<file path="src/rtl/pipe_hazard_ctrl_pkg.sv">
// Shared definitions for the pipeline hazard controller.
//   ctrlState_e : controller states (RUN / MISS / MULT)
//   ctrlOut_t   : bundle of pipeline control outputs
//   CTL_*       : canned output patterns used by the controller
package pipe_hazard_ctrl_pkg;

   typedef enum logic [1:0] {
      RUN  = 2'd0,
      MISS = 2'd1,
      MULT = 2'd2
   } ctrlState_e;

   localparam int MULT_LAT_DEF = 32;
   localparam int MULT_CNT_W   = 6;
   localparam logic [15:0] STALL_MAX = 16'hFFFF;

   typedef struct packed {
      logic pcEn;
      logic ifidEn;
      logic ifidFlush;
      logic idexEn;
      logic idexBubble;
      logic multStart;
   } ctrlOut_t;

   // Everything frozen, nothing flushed.
   localparam ctrlOut_t CTL_FREEZE = '{pcEn: 1'b0, ifidEn: 1'b0, ifidFlush: 1'b0,
                                       idexEn: 1'b0, idexBubble: 1'b0, multStart: 1'b0};
   // Pipeline advances normally.
   localparam ctrlOut_t CTL_ADVANCE = '{pcEn: 1'b1, ifidEn: 1'b1, ifidFlush: 1'b0,
                                        idexEn: 1'b1, idexBubble: 1'b0, multStart: 1'b0};
   // Held in reset: frozen with IF/ID and ID/EX cleared.
   localparam ctrlOut_t CTL_RESET = '{pcEn: 1'b0, ifidEn: 1'b0, ifidFlush: 1'b1,
                                      idexEn: 1'b0, idexBubble: 1'b1, multStart: 1'b0};

endpackage

</file>
<file path="src/rtl/pipe_hazard_ctrl_load_use_detect.sv">
// load_use_detect: pure combinational load-use hazard check.
//   memRead : instruction in ID/EX is a load
//   exRt    : destination (rt) of the load in ID/EX
//   idRs    : rs of the instruction in IF/ID
//   idRt    : rt of the instruction in IF/ID
//   hazard  : IF/ID consumer needs the load result next cycle
module load_use_detect (
   input  logic       memRead,
   input  logic [4:0] exRt,
   input  logic [4:0] idRs,
   input  logic [4:0] idRt,
   output logic       hazard
);

   // $zero is never a real dependency.
   assign hazard = memRead && (exRt != 5'd0) && ((exRt == idRs) || (exRt == idRt));

endmodule

</file>
<file path="src/rtl/pipe_hazard_ctrl.sv">
// pipe_hazard_ctrl: stall/flush controller for a 5-stage pipeline with a
// multi-cycle Booth multiplier and blocking I/D caches.
//   clk, rst_n          : clock, async active-low reset
//   id_rs, id_rt        : source fields of the IF/ID instruction
//   idex_memread/_rt    : load info held in ID/EX
//   idex_mult           : ID/EX holds a multiply
//   branch_taken        : resolved taken branch (EX/MEM)
//   icache_hit/dcache_hit : cache hit flags
//   pc_en, ifid_en, idex_en : stage load enables
//   ifid_flush, idex_bubble : zero IF/ID, squash ID/EX control
//   mult_start          : one-cycle multiplier start pulse
//   stall_cycles        : saturating count of cycles with pc_en=0
module pipe_hazard_ctrl
   import pipe_hazard_ctrl_pkg::*;
#(
   parameter int MULT_LAT = MULT_LAT_DEF
) (
   input  logic        clk,
   input  logic        rst_n,
   input  logic [4:0]  id_rs,
   input  logic [4:0]  id_rt,
   input  logic        idex_memread,
   input  logic [4:0]  idex_rt,
   input  logic        idex_mult,
   input  logic        branch_taken,
   input  logic        icache_hit,
   input  logic        dcache_hit,
   output logic        pc_en,
   output logic        ifid_en,
   output logic        ifid_flush,
   output logic        idex_en,
   output logic        idex_bubble,
   output logic        mult_start,
   output logic [15:0] stall_cycles
);

   // Start cycle already stalls once, so the counter covers the remainder.
   localparam logic [MULT_CNT_W-1:0] MULT_LOAD = MULT_CNT_W'(MULT_LAT - 1);

   ctrlState_e            state, stateNxt;
   logic [MULT_CNT_W-1:0] multCnt, multCntNxt;
   logic [15:0]           stallCnt;
   ctrlOut_t              ctl;
   logic                  cacheMiss, loadUse;

   assign cacheMiss = !icache_hit || !dcache_hit;

   load_use_detect uLoadUse (
      .memRead (idex_memread),
      .exRt    (idex_rt),
      .idRs    (id_rs),
      .idRt    (id_rt),
      .hazard  (loadUse)
   );

   // Outputs are combinational so the pipeline registers see them before
   // their negedge capture. Branch/mult/load-use are only looked at in RUN:
   // while frozen, the same instructions are still sitting in the stages.
   always_comb begin
      ctl        = CTL_FREEZE;
      stateNxt   = state;
      multCntNxt = multCnt;
      unique case (state)
         RUN: begin
            if (cacheMiss) begin
               stateNxt = MISS;
            end else if (branch_taken) begin
               ctl            = CTL_ADVANCE;
               ctl.ifidFlush  = 1'b1;
               ctl.idexBubble = 1'b1;
            end else if (idex_mult) begin
               ctl.multStart = 1'b1;
               multCntNxt    = MULT_LOAD;
               stateNxt      = MULT;
            end else if (loadUse) begin
               ctl.idexEn     = 1'b1;
               ctl.idexBubble = 1'b1;
            end else begin
               ctl = CTL_ADVANCE;
            end
         end
         // Exit cycle still stalls: the refill lands this cycle.
         MISS: if (!cacheMiss) stateNxt = RUN;
         // Release cycle advances ID/EX so the multiply is not restarted.
         MULT: begin
            if (multCnt == '0) begin
               ctl      = CTL_ADVANCE;
               stateNxt = RUN;
            end else begin
               multCntNxt = multCnt - 1'b1;
            end
         end
         default: stateNxt = RUN;
      endcase
      if (!rst_n) ctl = CTL_RESET;
   end

   always_ff @(posedge clk or negedge rst_n) begin
      if (!rst_n) begin
         state    <= RUN;
         multCnt  <= '0;
         stallCnt <= '0;
      end else begin
         state   <= stateNxt;
         multCnt <= multCntNxt;
         if (!ctl.pcEn && (stallCnt != STALL_MAX)) stallCnt <= stallCnt + 16'd1;
      end
   end

   assign pc_en        = ctl.pcEn;
   assign ifid_en      = ctl.ifidEn;
   assign ifid_flush   = ctl.ifidFlush;
   assign idex_en      = ctl.idexEn;
   assign idex_bubble  = ctl.idexBubble;
   assign mult_start   = ctl.multStart;
   assign stall_cycles = stallCnt;

endmodule

</file>
<file path="config.mk">
export PLATFORM = sky130hd
export DESIGN_NAME = pipe_hazard_ctrl
export DESIGN_NICKNAME = d
export VERILOG_FILES = /design/src/rtl/pipe_hazard_ctrl_pkg.sv /design/src/rtl/pipe_hazard_ctrl_load_use_detect.sv /design/src/rtl/pipe_hazard_ctrl.sv
export SDC_FILE = /design/constraint.sdc
export NUM_CORES = 1
export LEC_CHECK = 0
export CAP_MARGIN = 30
export CORE_AREA = 2 2 61 63
export DETAILED_ROUTE_END_ITERATION = 12
export DIE_AREA = 0 0 63 65
export GPL_ROUTABILITY_DRIVEN = 0
export MAX_ROUTING_LAYER = met4
export PLACE_DENSITY = 0.74
export SYNTH_ARGS = -nofsm -noshare
export SYNTH_HDL_FRONTEND = slang
export SYNTH_SLANG_ARGS = --single-unit
</file>
<file path="constraint.sdc">
create_clock -name clk -period 1.6 [get_ports clk]
set_input_delay 0.32 -clock clk [delete_from_list [all_inputs] [get_ports clk]]
set_output_delay 0.32 -clock clk [all_outputs]
set_load 0.02 [all_outputs]
</file>
* After elaboration in Yosys (flattened, before gate mapping)
Cells that the tools add are included.
** Word-level totals
- Bits of input ports :: 22
- Bits in registers :: 24
- Logic and storage cells :: 52
- Output and inout port bits :: 22
** Operators by class
- Equality and inequality tests :: 13
- Reductions and logical operators :: 14
- Multiplexer cells :: 20
- Add/sub/neg operators :: 2
** Operators with widths (count)
- 6-bit two-way mux :: 8
- 6-bit case mux with 2 select lines :: 2
- 16-bit by 1-bit adder with 16-bit output (second input constant) :: 1
- 16-bit != test (second input constant) :: 1
- 2-bit != test (second input constant) :: 6
- 5-bit == test :: 2
- 2-bit two-way mux :: 5
- 6-bit zero test :: 1
- 3-bit != test (second input constant) :: 2
- 2-bit case mux with 3 select lines :: 1
- 6-bit by 1-bit subtractor with 6-bit output (second input constant) :: 1
- 5-bit two-way mux :: 1
- 5-bit AND reduction :: 1
- 5-bit nonzero test :: 1
- 4-bit AND reduction :: 1
- 1-bit logical AND :: 3
- 1-bit zero test :: 3
- 3-bit two-way mux :: 1
- 2-bit by 1-bit == test with 1-bit output (second input constant) :: 1
- 2-bit == test (second input constant) :: 1
- 2-bit zero test :: 1
- 1-bit logical OR :: 2
- 1-bit two-way mux :: 2
- 2-bit nonzero test :: 1

* Depth between registers and ports, before layout
Gate-level depths: netlist of the first run.
- Word-level depth :: 11
- Mapped depth :: 8
- Mapped depth without buffers :: 7

* By module
From an unflattened synthesis of the first run, not the netlist that was laid out.
** Second synthesis, totals
- Cells, all modules :: 137
- Area total of the unflattened synthesis :: 1383.8 µm²
** By module, submodules not included
- pipe_hazard_ctrl :: instances 1, area each 1258.7 µm², seq. area each 600.6 µm², cells an instance 120
- load_use_detect :: instances 1, area each 125.1 µm², seq. area each 0.0 µm², cells an instance 17

* Worst setup path after synthesis of the first run
OpenSTA, ideal clock, no wires.
- Path kind :: flip-flop to output port
- Start point :: register multCnt[2]
- End point :: output pc_en
- Stages on the path, launching flop included :: 6
- Setup slack :: -0.530 ns
- Path buffers :: 1
- Data arrival time :: 1.810 ns
- Data required time :: 1.280 ns
- Path through :: dfrtp_1 > nor4_4 > a32oi_1 > nor3b_2 > o21a_1 > buf_4
** Between the ends
- Cells in the longest elaborated chain, start to end :: 4
** RTL lines
- start, declared :: line pipe_hazard_ctrl.sv:41 : logic [MULT_CNT_W-1:0] multCnt, multCntNxt;
- start signal, assigned :: line pipe_hazard_ctrl.sv:105 : multCnt <= multCntNxt;
- 6-bit zero test :: line pipe_hazard_ctrl.sv:86 : if (multCnt == '0) begin
- 6-bit two-way mux :: line pipe_hazard_ctrl.sv:86
- 6-bit case mux with 2 select lines :: line pipe_hazard_ctrl.sv:63 : unique case (state)
- 6-bit two-way mux :: line pipe_hazard_ctrl.sv:95 : if (!rst_n) ctl = CTL_RESET;
- end, declared :: line pipe_hazard_ctrl.sv:28 : output logic pc_en,
No other way between the ends.

* Worst setup path after layout of the first run
Same ends and word-level chain as after synthesis.

==> results of run 1 <==
## report_power, final
group	internal, W	switching (W)
clock	0.000254	0.000199
combinational	0.000563	0.000554
sequential	0.000727	0.0000877
## repair_timing
| action | CTS | global route |
|---|---|---|
| gates cloned | 1 | 1 |
| endpoints found under the setup margin | 43 | 24 |
| pin swaps | 18 | 32 |
| resized for setup | 95 | 46 |
| buffers inserted | 10 | 8 |
## flip-flops by register name, summed over array words and instances, names as in the netlist
signal / cells
multCnt: 6
stall_cycles: 16
state: 2
## metal layers
| layer | wire length [um] | share of wire, % | track usage [%] | vias up |
|---|---|---|---|---|
| met3 | 176 | 3.5 | 3.13 | 14 |
| li1 | - | - | - | 694 |
| met2 | 2840 | 56 | 48.5 | 51 |
| met4 | 102 | 2.0 | 4.17 | 0 |
| met1 | 1910 | 38 | 26.6 | 719 |
| met5 | 0 | 0 | - | - |
## cells in the final DEF (no fill, tap or decap), drive strengths merged, types with 2 or more instances in the layout
| cell | synthesis | layout |
|---|---|---|
| a21boi | 1 | 2 |
| a21oi | 5 | 5 |
| and2 | 3 | 3 |
| and3 | 5 | 5 |
| and4 | 2 | 2 |
| buf | 2 | 69 |
| clkbuf | 1 | 6 |
| clkdlybuf4s50 | 0 | 5 |
| dfrtp | 24 | 24 |
| dlygate4sd2 | 0 | 16 |
| dlymetal6s2s | 0 | 11 |
| ha | 2 | 2 |
| inv | 3 | 3 |
| mux2 | 2 | 2 |
| nand2 | 9 | 9 |
| nand3 | 10 | 10 |
| nand4 | 8 | 8 |
| nor2 | 7 | 7 |
| nor2b | 2 | 2 |
| nor3 | 5 | 5 |
| nor3b | 2 | 2 |
| nor4 | 2 | 2 |
| o21a | 2 | 2 |
| o21ai | 2 | 2 |
| or2 | 2 | 2 |
| xnor2 | 13 | 13 |
| xor2 | 14 | 14 |
## kinds of logic after synthesis
kind of cell / after synthesis / synth area share [%]
xor+xnor: 27 / 17.3
fa+ha+maj: 2 / 1.83
flops: 24 / 43.9
mux: 2 / 1.65
buf+inv: 6 / 2.47
compound gates: 14 / 6.77
simple gates: 61 / 26.1
## worst min path at each step
| stage | cells after the start | to | slack, ps |
|---|---|---|---|
| 6_report | 2 | stall_cycles[3]$_DFFE_PN0P_ | 340 |
| 5_1_grt | 2 | stall_cycles[3]$_DFFE_PN0P_ | 330 |
| 4_1_cts | 2 | stall_cycles[3]$_DFFE_PN0P_ | 350 |
| 3_5_place_dp | 2 | state[0]$_DFFE_PN0P_ | 550 |
| 3_3_place_gp | 2 | multCnt[0]$_DFFE_PN0P_ | 540 |
| 2_1_floorplan | 0 | multCnt[0]$_DFFE_PN0P_ | 20 |
## layout make-up
type,instances,area share [%]
clock inverters,1,1.11
repair buffers,104,35.4
flip-flops and latches,24,22.2
clock buffers,3,0.834
multi-input cells,107,37.8
inverters,3,0.417
well taps,48,2.22
## through the flow
stage | TNS (ps) | setup slack, ps | hold slack (ps) | instances
final | -9450 | -547 | 340 | 290
after global routing | -11610 | -657 | 327 | 290
after detailed placement | -18440 | -1180 | 546 | 272
after global placement | -17170 | -1150 | 542 | 272
after CTS | -8510 | -568 | 346 | 286
after floorplan | -6110 | -459 | 24.4 | 136
==> results.yml, run 1 <==
yosys:
  yosys.area.top_type: "dfrtp_1"
  yosys.cell_types.count: 35
  synth_edf_count: 0
  synth_ff_type: "dfrtp_1"
  synthTopCellsByArea: "dfrtp_1 (44%), xor2_1 (9.0%), xnor2_1 (8.3%), nand3_1 (3.7%), nand4_1 (3.7%)"
  synth_top_cells_by_count: "dfrtp_1 (24), xor2_1 (14), xnor2_1 (13)"
  netlist_instances: 136
  netlist_area_um2: 1370
  synthArstFlopShare_pct: 100
  synth_seq_area_share_pct: 43.9
  yosysMostFrequentCell: "dfrtp_1"
  yosys_register_bits: 24
  yosys_warnings: 0
  syn_avg_cell_area_um2: 10.1
  synth_top_area_share_pct: 43.9
  synth_nets: 160
worst_setup_path:
  cp_num_cells: 5
  worstPathMaxFanout: 3
  crit_path_end: "pc_en"
  cp-end-kind: "primary output"
  slowest_delay_ps: 440
  rr_worst_depth: 11
  start_kind: "flop"
  slowest_stage: "dfrtp_1"
  worstPathRequired_ps: 1280
  worst_ep_arrival_time_ps: 1830
  timing.rr.end: "stall_cycles[15]$_DFFE_PN0P_"
  worstReg2RegStart: "state[1]$_DFFE_PN0P_"
  worstPathCellList: "nor4_4, a32oi_1, nor3b_2, o21a_4, buf_6"
  crit_buf_inv: 1
  ff2ff_setup_slack_ps: -490
  crit_path_start: "multCnt[2]$_DFFE_PN0P_"
  path_delay_family: "simple AND/OR/NAND/NOR gates"
  crit_type: "flop to primary output"
timing:
  max_freq_mhz: 466
  finalHoldViolCount: 0
  fin_skew_ps: 9.46
  final.min_clock_period_ps: 2150
  final_max_slew_viol_count: 0
  fin_crit_sh_pct: 134
  rsz0062_at_grt: "true"
  setup-violations-final: 22
  worst_pin_slew_ps: 421
  slew_headroom_pct: 71.9
  fin_ws_ps: -547
global_routing:
  grt_pass1_wl_um: 7700
  overflow: 0
  grt_pass1_vias: 1606
  grtUsageTotal_pct: 24.6
  antenna_found_initial: 0
  grt_start_max_net_pins: 16
floorplanning:
  die_area_um2: 4100
  rows: 22
  die_w_um: 63
  num_io_pins: 44
  initial_utilization_pct: 39.1
  design.core.area_um2: 3500
  die_y_um: 65
outcome:
  violations: "negative setup slack"
  run_status: "complete, but fails checks"
clocking:
  cts_tree: "built"
  numCtsBuffers: 3
  cts_buffer_depth: 2
  cts-root-buf: "clkbuf_4"
  clkTransAtPathRegs_ps: 150
  htreeDepth: 1
  clock_latency_ps: 330
  clock-sinks: 24
  hold_buffers: 0
cells_and_area:
  final_nets: 267
  drive_above_1_share_pct: 49.6
  num_antenna_cells: 0
  regArea_um2: 601
  multi_input_area_um2: 1020
  area_delta_synth_final_pct: 97.5
  nFillCells: 253
  final_area_um2: 2700
  finish.utilization_pct: 77.3
place:
  dpl-instance-area_um2: 2250
  numPortBuffers: 43
  dp_hpwl_um: 3090
routing:
  antenna_left: 0
  detail_route.drc_violations: 0
  first_pass_iters: 4
  dr.first_iter.drc_count: 86
  wl_um: 5030
  vias: 1478
  wire_per_inst_um: 17.3
  viasPerCell: 5.10
job:
  drv_cap: 0
min_path:
  holdCritPathClass: "primary input to asynchronous set/reset pin"
power_and_ir_drop:
  finalPower_w: 0.00238
  power_density_nw_per_um2: 883
  peakVddDrop_mv: 0.750
  p_leak_nw: 1.32
(Power assumes the default switching activity.)
==> run 2, diff against run 1 <==
--- a/config.mk
+++ b/config.mk
@@ -6,12 +6,13 @@
 export NUM_CORES = 1
 export LEC_CHECK = 0
 export CAP_MARGIN = 30
-export CORE_AREA = 2 2 61 63
+export CORE_AREA = 2 2 58 60
+export CTS_CLUSTER_SIZE = 28
 export DETAILED_ROUTE_END_ITERATION = 12
-export DIE_AREA = 0 0 63 65
+export DIE_AREA = 0 0 60 62
 export GPL_ROUTABILITY_DRIVEN = 0
 export MAX_ROUTING_LAYER = met4
-export PLACE_DENSITY = 0.74
+export PLACE_DENSITY = 0.77
 export SYNTH_ARGS = -nofsm -noshare
 export SYNTH_HDL_FRONTEND = slang
 export SYNTH_SLANG_ARGS = --single-unit
==> constraint.sdc (replaced) <==
create_clock -name clk -period 2.45 [get_ports clk]
set_input_delay 0.49 -clock clk [delete_from_list [all_inputs] [get_ports clk]]
set_output_delay 0.49 -clock clk [all_outputs]
set_load 0.02 [all_outputs]
==> run 2 against run 1 <==
The run now ends clean; global-route usage down 3.2 points; utilization is 12 points lower; setup slack improved by 570 ps; final area is 23% lower; largest power group is now registers.
==> results.yml, run 2 (synthesis gave the netlist of run 1 again) <==
outcome:
  run_status: "complete, no violations"
worst_setup_path:
  rr_worst_depth: 7
  worstPathMaxFanout: 3
  timing.rr.end: "stall_cycles[1]$_DFFE_PN0P_"
  worst_ep_arrival_time_ps: 1930
  crit_type: "primary input to primary output"
  worstPathCellList: "clkdlybuf4s50_1, xor2_1, nor3_2, a22oi_2, nor2b_1, a21oi_2, o21ai_1, buf_4"
  path_delay_family: "buffers and inverters"
  cp-end-kind: "primary output"
  crit_buf_inv: 2
  worstReg2RegStart: "multCnt[1]$_DFFE_PN0P_"
  ff2ff_setup_slack_ps: 280
  slowest_stage: "clkdlybuf4s50_1"
  worstPathRequired_ps: 1960
  slowest_delay_ps: 420
  start_kind: "primary input"
power_and_ir_drop:
  p_comb_share_pct: 37.9
  p_leak_nw: 0.898
  power_switching_w: 0.000441
  power.internal_w: 0.000817
  seq_power_share_pct: 45.5
  switching_share_pct: 35.1
  power_density_nw_per_um2: 602
  clockPowerShare_pct: 16.6
  peakVddDrop_mv: 0.554
clocking:
  cts-root-buf: "clkbuf_4"
  cts_tree: "built"
  clkTransAtPathRegs_ps: 140
  cts_buffer_depth: 2
  numCtsBuffers: 3
  clock-sinks: 24
  htreeDepth: 1
  clock_latency_ps: 320
  hold_buffers: 0
timing:
  finalHoldViolCount: 0
  final_max_slew_viol_count: 0
  whs_ps: 540
  max_freq_mhz: 412
  setup-violations-final: 0
  worst_pin_slew_ps: 621
  fin_skew_ps: 17.7
  rsz0062_at_grt: "true"
  final.min_clock_period_ps: 2420
  fin_crit_sh_pct: 99.0
  slew_headroom_pct: 58.6
floorplanning:
  num_io_pins: 44
  die_y_um: 62
  design.core.area_um2: 3180
  rows: 21
  initial_utilization_pct: 43.0
  die_w_um: 60
  die_area_um2: 3720
routing:
  antenna_left: 0
  wl_um: 3570
  dr.first_iter.drc_count: 30
  vias: 1284
  first_pass_iters: 4
  detail_route.drc_violations: 0
  viasPerCell: 5.08
  wire_per_inst_um: 14.1
cells_and_area:
  instances_no_fill: 253
  final_nets: 232
  area_delta_synth_final_pct: 52.9
  largest_reg_flops: 16
  drive_above_1_share_pct: 23.7
  final_cell_mix: "clkdlybuf4s50_1 (30), buf_4 (27), dfrtp_1 (24), xor2_1 (14), xnor2_1 (13)"
  finish.utilization_pct: 65.8
  final_common_cell: "clkdlybuf4s50_1"
  num_antenna_cells: 0
min_path:
  hold_path.startpoint: "stall_cycles[15]$_DFFE_PN0P_"
  hold_path_depth: 1
  hold_path_end: "stall_cycles[15]$_DFFE_PN0P_"
  holdCritPathClass: "flop to flop"
place:
  numPortBuffers: 43
  dp_hpwl_um: 2710
  dp_cells: 243
global_routing:
  grt_pass1_wl_um: 5840
  grt_pass1_vias: 1308
  overflow: 0
  antenna_found_initial: 0
  grtUsageTotal_pct: 21.5
  grt_start_max_net_pins: 25
job:
  drv_cap: 0
[run 2: how the worst max path moves through the flow]
stage               start     endpoint  slack (ps)  cells past startpoint
2_1_floorplan  dcache_hit        pc_en         110                      5
3_3_place_gp   idex_rt[3]  idex_bubble        -600                      7
3_5_place_dp   idex_rt[3]  idex_bubble        -630                      7
4_1_cts        idex_rt[2]  idex_bubble           4                      7
5_1_grt          id_rt[3]  idex_bubble         -50                      8
6_report         id_rt[3]  idex_bubble          30                      8
[run 2: through the flow]
| stage | total power (W) | TNS, ps | setup WS, ps | cell area (um2) |
|---|---|---|---|---|
| 2_1_floorplan | 0.000795 | 0 | 111 | 1370 |
| 3_3_place_gp | 0.00103 | -4820 | -597 | 1990 |
| 3_5_place_dp | 0.00105 | -5470 | -630 | 1990 |
| 4_1_cts | 0.00126 | 0 | 4.41 | 2060 |
| 5_1_grt | 0.00134 | -48.9 | -48.9 | 2090 |
| 6_report | 0.00126 | 0 | 25.3 | 2090 |
[run 2: layout make-up]
| class | count | area, um2 |
|---|---|---|
| sequential | 24 | 601 |
| timing repair buffer | 70 | 616 |
| tap | 46 | 57.6 |
| clock buffer | 4 | 36.3 |
| multi-input combinational | 106 | 769 |
| fill | 265 | 1090 |
| inverter | 3 | 11.3 |
[run 2: repair_timing]
item	in CTS	in global routing
buffers inserted	3	3
pin swaps	7	5
resized for setup	32	8
endpoints found under the setup margin	6	3
[run 2: routing by layer]
| layer | global-route usage, % | vias up | part of all wire, % |
|---|---|---|---|
| met5 | - | - | 0 |
| met4 | 7.30 | 0 | 1.3 |
| met3 | 3.11 | 6 | 5.2 |
| met2 | 37.6 | 39 | 52 |
| met1 | 25.3 | 619 | 42 |
| li1 | - | 620 | - |
[run 2: power by group through the flow]
stage | Combinational, W | Sequential, W | Clock [W]
6_report | 0.000478 | 0.000573 | 0.000208
5_1_grt | 0.000519 | 0.000590 | 0.000235
4_1_cts | 0.000474 | 0.000572 | 0.000215
3_5_place_dp | 0.000469 | 0.000577 | 0
3_3_place_gp | 0.000454 | 0.000572 | 0
2_1_floorplan | 0.000154 | 0.000640 | 0
